`src/rtl/inst_decode_pipe.sv`:
```
// Multi-beat draw/alpha instruction decoder with a valid/ready output register.
// Optional perf counters are enabled with `define DECODE_PERF_EN. Requires BEATS >= 2.
module inst_decode_pipe #(
  parameter int WORD_W    = 32,
  parameter int COORD_W   = 8,
  parameter int MAX_VERTS = 4,
  parameter int LAYER_W   = 2,
  parameter int TEX_W     = 2,
  parameter int ALPHA_W   = 4,
  localparam int VCNT_W   = $clog2(MAX_VERTS + 1),
  localparam int CRD_W    = 2 * COORD_W * MAX_VERTS,
  localparam int INST_W   = 1 + VCNT_W + CRD_W + LAYER_W + 1 + 24 + TEX_W + ALPHA_W,
  localparam int BEATS    = (INST_W + WORD_W - 1) / WORD_W
) (
  input  logic               clk,
  input  logic               rst,
  input  logic [WORD_W-1:0]  fifo_data,
  input  logic               fifo_empty,
  output logic               fifo_rd,
  output logic               draw_valid,
  input  logic               draw_ready,
  output logic [CRD_W-1:0]   coordinates,
  output logic [VCNT_W-1:0]  vertice_num,
  output logic [LAYER_W-1:0] layer_num,
  output logic               fill_type,
  output logic [23:0]        color_code,
  output logic [TEX_W-1:0]   texture_code,
  output logic [ALPHA_W-1:0] alpha_val,
  output logic               err_vcnt,
  output logic [15:0]        draw_cnt,
  output logic [15:0]        alpha_cnt,
  output logic [15:0]        err_cnt
);

  localparam int OFF_VCNT  = 1;
  localparam int OFF_CRD   = OFF_VCNT + VCNT_W;
  localparam int OFF_LAYER = OFF_CRD + CRD_W;
  localparam int OFF_FILL  = OFF_LAYER + LAYER_W;
  localparam int OFF_COLOR = OFF_FILL + 1;
  localparam int OFF_TEX   = OFF_COLOR + 24;
  localparam int OFF_ALPHA = OFF_TEX + TEX_W;
  localparam int BUF_W     = (BEATS - 1) * WORD_W;
  localparam int BCNT_W    = (BEATS > 1) ? $clog2(BEATS) : 1;
  localparam int VSLOT_W   = 2 * COORD_W;
  localparam logic [BCNT_W-1:0] LAST_BEAT = BCNT_W'(BEATS - 1);

  typedef enum logic {S_IDLE, S_ASM} state_t;

  function automatic logic [ALPHA_W-1:0] resolve_alpha(input logic [ALPHA_W-1:0] fld,
                                                       input logic [ALPHA_W-1:0] sticky);
    return (fld == '0) ? sticky : fld;
  endfunction

  state_t              state_q, state_d;
  logic [BCNT_W-1:0]   beat_cnt_q, beat_cnt_d;
  logic [BUF_W-1:0]    buf_q;
  logic [ALPHA_W-1:0]  alpha_reg_q;
  logic                draw_valid_q, draw_valid_d;
  logic                err_q;
  logic [CRD_W-1:0]    crd_q, crd_d;
  logic [VCNT_W-1:0]   vcnt_q;
  logic [LAYER_W-1:0]  layer_q;
  logic                fill_q;
  logic [23:0]         color_q, color_d;
  logic [TEX_W-1:0]    tex_q, tex_d;
  logic [ALPHA_W-1:0]  alpha_q, alpha_d;

  logic                out_free, rd_c, alpha_pop, beat_wr, final_pop, load, drop;
  logic [BEATS*WORD_W-1:0] full_w;
  logic [VCNT_W-1:0]   dec_vcnt;
  logic                dec_fill, vcnt_ok;
  logic                unused_bits;

  // Control: sequencing of beats and the final-beat back-pressure rule
  always_comb begin
    out_free   = !draw_valid_q || draw_ready;
    state_d    = state_q;
    beat_cnt_d = beat_cnt_q;
    rd_c       = 1'b0;
    alpha_pop  = 1'b0;
    beat_wr    = 1'b0;
    final_pop  = 1'b0;
    case (state_q)
      S_IDLE: begin
        if (!fifo_empty) begin
          rd_c = 1'b1;
          if (fifo_data[0]) begin
            alpha_pop = 1'b1;
          end else begin
            beat_wr    = 1'b1;
            state_d    = S_ASM;
            beat_cnt_d = BCNT_W'(1);
          end
        end
      end
      S_ASM: begin
        if (!fifo_empty) begin
          if (beat_cnt_q == LAST_BEAT) begin
            if (out_free) begin
              rd_c       = 1'b1;
              final_pop  = 1'b1;
              state_d    = S_IDLE;
              beat_cnt_d = '0;
            end
          end else begin
            rd_c       = 1'b1;
            beat_wr    = 1'b1;
            beat_cnt_d = beat_cnt_q + BCNT_W'(1);
          end
        end
      end
      default: state_d = S_IDLE;
    endcase
  end

  assign fifo_rd = rd_c && !rst;

  // Decode: the final beat is used straight from the FIFO head
  always_comb begin
    full_w   = {fifo_data, buf_q};
    dec_vcnt = full_w[OFF_VCNT +: VCNT_W];
    dec_fill = full_w[OFF_FILL];
    vcnt_ok  = (dec_vcnt >= VCNT_W'(2)) && (dec_vcnt <= VCNT_W'(MAX_VERTS));
    crd_d    = '0;
    for (int i = 0; i < MAX_VERTS; i++) begin
      if (i < int'(dec_vcnt)) crd_d[i*VSLOT_W +: VSLOT_W] = full_w[OFF_CRD + i*VSLOT_W +: VSLOT_W];
    end
    color_d      = dec_fill ? 24'd0 : full_w[OFF_COLOR +: 24];
    tex_d        = dec_fill ? full_w[OFF_TEX +: TEX_W] : '0;
    alpha_d      = resolve_alpha(full_w[OFF_ALPHA +: ALPHA_W], alpha_reg_q);
    load         = final_pop && vcnt_ok;
    drop         = final_pop && !vcnt_ok;
    draw_valid_d = load || (draw_valid_q && !draw_ready);
  end

  assign unused_bits = ^full_w;

  always_ff @(posedge clk) begin
    if (rst) begin
      state_q      <= S_IDLE;
      beat_cnt_q   <= '0;
      draw_valid_q <= 1'b0;
      err_q        <= 1'b0;
      alpha_reg_q  <= '1;
    end else begin
      state_q      <= state_d;
      beat_cnt_q   <= beat_cnt_d;
      draw_valid_q <= draw_valid_d;
      err_q        <= drop;
      if (alpha_pop) alpha_reg_q <= fifo_data[ALPHA_W:1];
    end
  end

  // Assembly buffer holds beats 0..BEATS-2; contents are don't-care outside ASSEMBLE
  always_ff @(posedge clk) begin
    if (beat_wr) buf_q[int'(beat_cnt_q)*WORD_W +: WORD_W] <= fifo_data;
  end

  // Output register stage
  always_ff @(posedge clk) begin
    if (rst) begin
      crd_q   <= '0;
      vcnt_q  <= '0;
      layer_q <= '0;
      fill_q  <= 1'b0;
      color_q <= '0;
      tex_q   <= '0;
      alpha_q <= '0;
    end else if (load) begin
      crd_q   <= crd_d;
      vcnt_q  <= dec_vcnt;
      layer_q <= full_w[OFF_LAYER +: LAYER_W];
      fill_q  <= dec_fill;
      color_q <= color_d;
      tex_q   <= tex_d;
      alpha_q <= alpha_d;
    end
  end

  assign draw_valid   = draw_valid_q;
  assign coordinates  = crd_q;
  assign vertice_num  = vcnt_q;
  assign layer_num    = layer_q;
  assign fill_type    = fill_q;
  assign color_code   = color_q;
  assign texture_code = tex_q;
  assign alpha_val    = alpha_q;
  assign err_vcnt     = err_q;

`ifdef DECODE_PERF_EN
  function automatic logic [15:0] sat_inc(input logic [15:0] v);
    return (v == 16'hFFFF) ? v : v + 16'd1;
  endfunction

  logic [15:0] draw_cnt_q, alpha_cnt_q, err_cnt_q;

  always_ff @(posedge clk) begin
    if (rst) begin
      draw_cnt_q  <= '0;
      alpha_cnt_q <= '0;
      err_cnt_q   <= '0;
    end else begin
      if (load)      draw_cnt_q  <= sat_inc(draw_cnt_q);
      if (alpha_pop) alpha_cnt_q <= sat_inc(alpha_cnt_q);
      if (drop)      err_cnt_q   <= sat_inc(err_cnt_q);
    end
  end

  assign draw_cnt  = draw_cnt_q;
  assign alpha_cnt = alpha_cnt_q;
  assign err_cnt   = err_cnt_q;
`else
  assign draw_cnt  = '0;
  assign alpha_cnt = '0;
  assign err_cnt   = '0;
`endif

endmodule

```
`config.mk`:
```
export PLATFORM = sky130hd
export DESIGN_NAME = inst_decode_pipe
export DESIGN_NICKNAME = d
export VERILOG_FILES = /design/src/rtl/inst_decode_pipe.sv
export SDC_FILE = /design/constraint.sdc
export NUM_CORES = 1
export LEC_CHECK = 0
export BUFFER_PORTS_ARGS = -buffer_cell sky130_fd_sc_hd__buf_2
export CAP_MARGIN = 20
export CORE_ASPECT_RATIO = 2
export CORE_MARGIN = 3
export CORE_UTILIZATION = 30
export CTS_BUF_LIST = sky130_fd_sc_hd__clkbuf_8
export DETAILED_ROUTE_END_ITERATION = 7
export HOLD_SLACK_MARGIN = 0.06
export PLACE_DENSITY = 0.57
export SLEW_MARGIN = 20
export SYNTH_ARGS = -nofsm -noshare
export SYNTH_HDL_FRONTEND = slang
export SYNTH_SLANG_ARGS = --single-unit
```
`constraint.sdc`:
```
create_clock -name clk -period 2.8 [get_ports clk]
set_input_delay 0.28 -clock clk [delete_from_list [all_inputs] [get_ports clk]]
set_output_delay 0.28 -clock clk [all_outputs]
set_load 0.02 [all_outputs]
```
After elaboration in Yosys (flattened, before gate mapping)
Index checks and enable logic that the tools add are counted.

cells by class
  eq/ne operators = 5
  $add $sub $neg = 2
  bitwise gates (word level) = 1
  shift operators = 2
  mux-type cells = 34
  order comparisons = 6
  reduce and logical (&&, ||, !) cells = 13

operator list
  kind                                                    number
  bitwise mux 96 bit                                      1
  variable shift 32 x 33 -> 96 bit, first input constant  1
  variable part select 32 x 33 -> 96 bit                  1
  2-to-1 mux 16 bit                                       4
  negator 7 -> 33 bit                                     1
  2-to-1 mux 24 bit                                       1
  2-to-1 mux 1 bit                                        17
  2-to-1 mux 2 bit                                        6
  < comparator 1 x 3 -> 1 bit, first input constant       2
  < comparator 2 x 3 -> 1 bit, first input constant       2
  != test 2 bit, second input constant                    3
  one-hot mux 1 bit (2 select lines)                      3
  logical AND 1 bit                                       5
  zero test 1 bit                                         4
  zero test 4 bit                                         1
  2-to-1 mux 4 bit                                        1
  one-hot mux 2 bit (2 select lines)                      1
  AND reduction 4 bit                                     1
  >= comparator 3 x 2 -> 1 bit, second input constant     1
  less-or-equal comparator 3 bit, second input constant   1
  != test 3 bit, second input constant                    1
  adder 2 x 1 -> 2 bit, second input constant             1
  equality test 2 bit, second input constant              1
  logical OR 1 bit                                        2
  NOT 1 bit                                               1

storage, ports and cells
  word-level logic and storage cells = 76
  bits of input ports = 36
  output and inout port bits = 151
  flip-flop bits (word level) = 205

Depth between registers and ports, before layout
  depth in word-level cells = 8
  depth in mapped cells = 6
  mapped depth without buffers = 4

Worst setup path after synthesis
OpenSTA, ideal clock, no wires.

  kind = register -> register
  start point = register beat_cnt_q[0]
  end point = register buf_q[32] (enable)
  required time = 2408 ps
  path slack = 649 ps
  clock period less this slack = 2151 ps
  stages on the path, launching flop included = 4
  arrival time = 1759 ps
  setup time = 392 ps
  buffers on the path = 0
  cell sequence = dfxtp_1 ha_1 a211oi_1 and2_1

between the ends
  word-level cells in the longest chain between the ends = 4

ends and longest elaborated chain
  what                                RTL line  source
  from (decl)                         55        logic [BCNT_W-1:0] beat_cnt_q, beat_cnt_d;
  from (signal assigned)              147       beat_cnt_q <= beat_cnt_d;
  equality test 2 bit                 98        if (beat_cnt_q == LAST_BEAT) begin
  2-to-1 mux 1 bit                    98
  2-to-1 mux 1 bit                    97        if (!fifo_empty) begin
  one-hot mux 1 bit (2 select lines)  83        case (state_q)
  to (signal, indexed assignment)     156       if (beat_wr) buf_q[int'(beat_cnt_q)*WORD_W +: WORD_W] <= fifo_data;
  to (decl)                           56        logic [BUF_W-1:0] buf_q;

No other way between the ends.
A chain may end at the register's enable or synchronous reset.

Worst setup path in the final report
  start point = register beat_cnt_q[0]
  end point = register vcnt_q[1] (netlist: vertice_num[1])

between the ends
  word-level cells in the longest chain between the ends = 5

ends and longest elaborated chain
  what                  RTL line  source
  equality test 2 bit   98
  2-to-1 mux 1 bit      98
  2-to-1 mux 1 bit      97
  2-to-1 mux 1 bit      83
  logical AND 1 bit     131       load = final_pop && vcnt_ok;
  to (signal assigned)  171       vcnt_q <= dec_vcnt;
  to (decl)             61        logic [VCNT_W-1:0] vcnt_q;

No other way between the ends.

==> metrics.md <==
| Metric | Value |
|---|---|
| FFs w/ async S/R, synth | 0% |
| Worst path cell trace | ha_1 > nand2_1 > or4_1 > o211a_1 |
| H-tree depth | 1 |
| Crit Path Max Fanout | 18 |
| Cells after Synth | 751 |
| Setup TNS | 0 ns |
| DRC Markers | 0 |
| CTS max path bufs | 3 |
| Hold path startpoint | fifo_data[10] |
| Post-synth EDFFs | 95 |
| Global route overflow | 0 |
| Routability congestion estimate | 0.733 |
| Drt wl/cell | 17.5 um |
| Critical path arrival | 2.65 ns |
| Gr usage total | 14.0% |
| Pin count of the biggest net entering global routing | 69 |
| Setup CP Type | flip-flop to flip-flop |
| Final antenna-violating net count | 0 |
| Delay of the slowest critical-path stage | 0.89 ns |
| Vias in the first global route | 5709 |
| Clk sinks | 204 |
| Clk Tree Root Cell | clkbuf_8 |
| Endpoints failing hold | 0 |
| VDD IR max | 0.000296 V |
| Initial drt markers | 268 |
| Syn Std Cell Area | 0.00855 mm2 |
| DIE WIDTH | 125 um |
| Clk_skew | 0.0105 ns |
| Register Area | 0.00503 mm2 |
| Cell row count | 86 |
| Prevailing post-synth register cell | dfxtp_1 |
| Most frequent cells in the layout | buf_2, nand2_1, dfxtp_1 |
| Unique cell type count in the Yosys netlist | 38 |
| Leakage | 4.28 nW |
| Max cap viols | 0 |
| Initial Util | 30.7% |
| Total power | 5.89 mW |
| Fraction of layout cells with a size suffix above 1 | 22.2% |
| Drt first pass iters | 4 |
| Crit path max-delay cell type | or4_1 |
| Clk Latency, worst-skew pair | 0.55 ns |
| Fin crit share | 78.4% |
| TritonCTS clock tree | done |
| Unrepaired setup endpoints after global routing | no |
| Die Span Y | 245 um |
| Top cell type by total area after synthesis | edfxtp_1 |
| Post-DP HPWL | 15.5 mm |
| Post-synthesis sequential area ratio | 58.9% |
| Fmax achieved | 455 MHz |
| Average cell area after synthesis | 11.4 um2 |
| Reg2reg start | beat_cnt_q[0] |
| YS warnings | 0 |
| CTS clk-pin slew, worst paths | 0.07 ns |
| #FFs+latches synth | 204 |
| Final #Nets | 947 |
| Global-route wire length before repair | 33.4 mm |
| # resized after CTS | 0 |
| Status | complete, no violations |
| TritonCTS Buffers | 29 |
| PD cells | 575 mW/mm2 |
| Tmin final | 2.20 ns |
| Antenna violations before repair | 2 |
| Slew @ Worst Pin | 0.843 ns |
| Commonest non-fill, non-tap cell in the layout | buf_2 |
| Boundary Pins | 187 |
| Core area | 0.0279 mm2 |
| Syn-to-layout area delta | 19.8% |
| Top cells by area, synth | edfxtp_1, dfxtp_1, mux2i_1 |
| Die Area | 0.0307 mm2 |
| Footprint of the multi-input gates | 0.00299 mm2 |
| Filler cells | 2762 |
| Via count | 5693 |
| Via/cell ratio | 4.44 |
| Setup violations, final | 0 |
| Hold Worst Slack | 0.102 ns |
| Worst slew margin | 43.8% |
| Crit. Startpoint | beat_cnt_q[0] |
| Post-CTS Repair Setup Buffers | 0 |
| Final Max Slew Viols | 0 |
| Wirelength, routed | 22.4 mm |
| CP endpoint kind | flip-flop |
| Top cell type's share of synthesized area | 33.4% |
| CP startpoint kind | flip-flop |
| Hold buffers post-CTS | 24 |
| Final core utilization | 36.8% |
| WP data required | 3.25 ns |
| Worst Hold Class | input pin to flip-flop |
| Port bufs | 138 |
[critical path, delay by kind of cell, from the launching register on]
kind | cells | cell delay, ns
fa+ha+maj | 1 | 0.31
flops | 1 | 0.46
simple gates | 2 | 1.05
compound gates | 1 | 0.27
[power breakdown]
| group | switching [mW] | total, mW | internal (mW) |
|---|---|---|---|
| Sequential | 0.0187 | 3.19 | 3.17 |
| Combinational | 0.266 | 0.392 | 0.126 |
| Clock | 1.13 | 2.32 | 1.19 |
[final timing paths]
kind	endpoint	slack, ns	cells after the start
max	vertice_num[1]	0.60	4
min	buf_q[74]	0.10	2
max reg2reg	vertice_num[1]	0.60	4
min reg2reg	texture_code[1]	0.45	2
[layer usage]
layer	wire, um	GRT usage, %	share of wire [%]	vias to the layer above
li1	-	-	-	2780
met1	8040	14.4	36	2709
met2	12700	27.9	56	171
met3	1170	2.16	5.2	33
met4	550	5.20	2.5	0
met5	0	0	0	-
[per-stage QoR]
| stage | instances | setup WS [ns] | area (um2) |
|---|---|---|---|
| 2_1_floorplan | 798 | 0.649 | 8730 |
| 3_3_place_gp | 1203 | 0.645 | 9420 |
| 3_5_place_dp | 1203 | 0.629 | 9420 |
| 4_1_cts | 1280 | 0.576 | 10200 |
| 5_1_grt | 1282 | 0.459 | 10200 |
| 6_report | 1282 | 0.604 | 10200 |
[cells by family (layout without fill, tap and decap cells)]
kind of cell | Yosys count | in the layout | synth area share [%]
other | 1 | 50 | 0.0439
buffers and inverters | 119 | 249 | 8.41
AO/OA/AOI/OAI | 32 | 32 | 3.32
multiplexers | 86 | 86 | 10.1
AND/OR/NAND/NOR | 304 | 304 | 18.5
flip-flops | 204 | 204 | 58.9
adder cells (fa/ha/maj) | 5 | 5 | 0.732
[registers in the layout, indices dropped and copies added, names as in the netlist]
| name | flops |
|---|---|
| draw_valid | 1 |
| color_code | 24 |
| alpha_reg_q | 4 |
| vertice_num | 3 |
| layer_num | 2 |
| texture_code | 2 |
| buf_q | 95 |
| state_q | 1 |
| alpha_val | 4 |
| coordinates | 64 |
| err_vcnt | 1 |
| beat_cnt_q | 2 |
| fill_type | 1 |
[cells in the mapped netlist (2+ instances only)]
master,count
edfxtp_1,95
buf_6,7
buf_8,3
dfxtp_1,109
nand3b_1,23
and2_1,98
o211a_1,2
nor2b_1,2
buf_2,2
nand2_1,125
nor3_1,2
nor3b_1,4
o32ai_1,17
buf_4,49
inv_1,18
o21ai_0,4
nand3_1,35
clkbuf_1,39
nor2_1,4
ha_1,5
nand2b_1,3
nor4b_1,4
mux2i_1,86
[cell type report]
| type | count | share of cell area [%] |
|---|---|---|
| Multi-Input combinational cell | 475 | 29.2 |
| Sequential cell | 204 | 49.1 |
| Clock inverter | 16 | 0.684 |
| Inverter | 19 | 0.745 |
| Tap cell | 352 | 4.30 |
| Clock buffer | 37 | 4.97 |
| Antenna cell | 2 | 0.0488 |
| Timing Repair Buffer | 177 | 10.9 |
(Power assumes the default switching activity.)
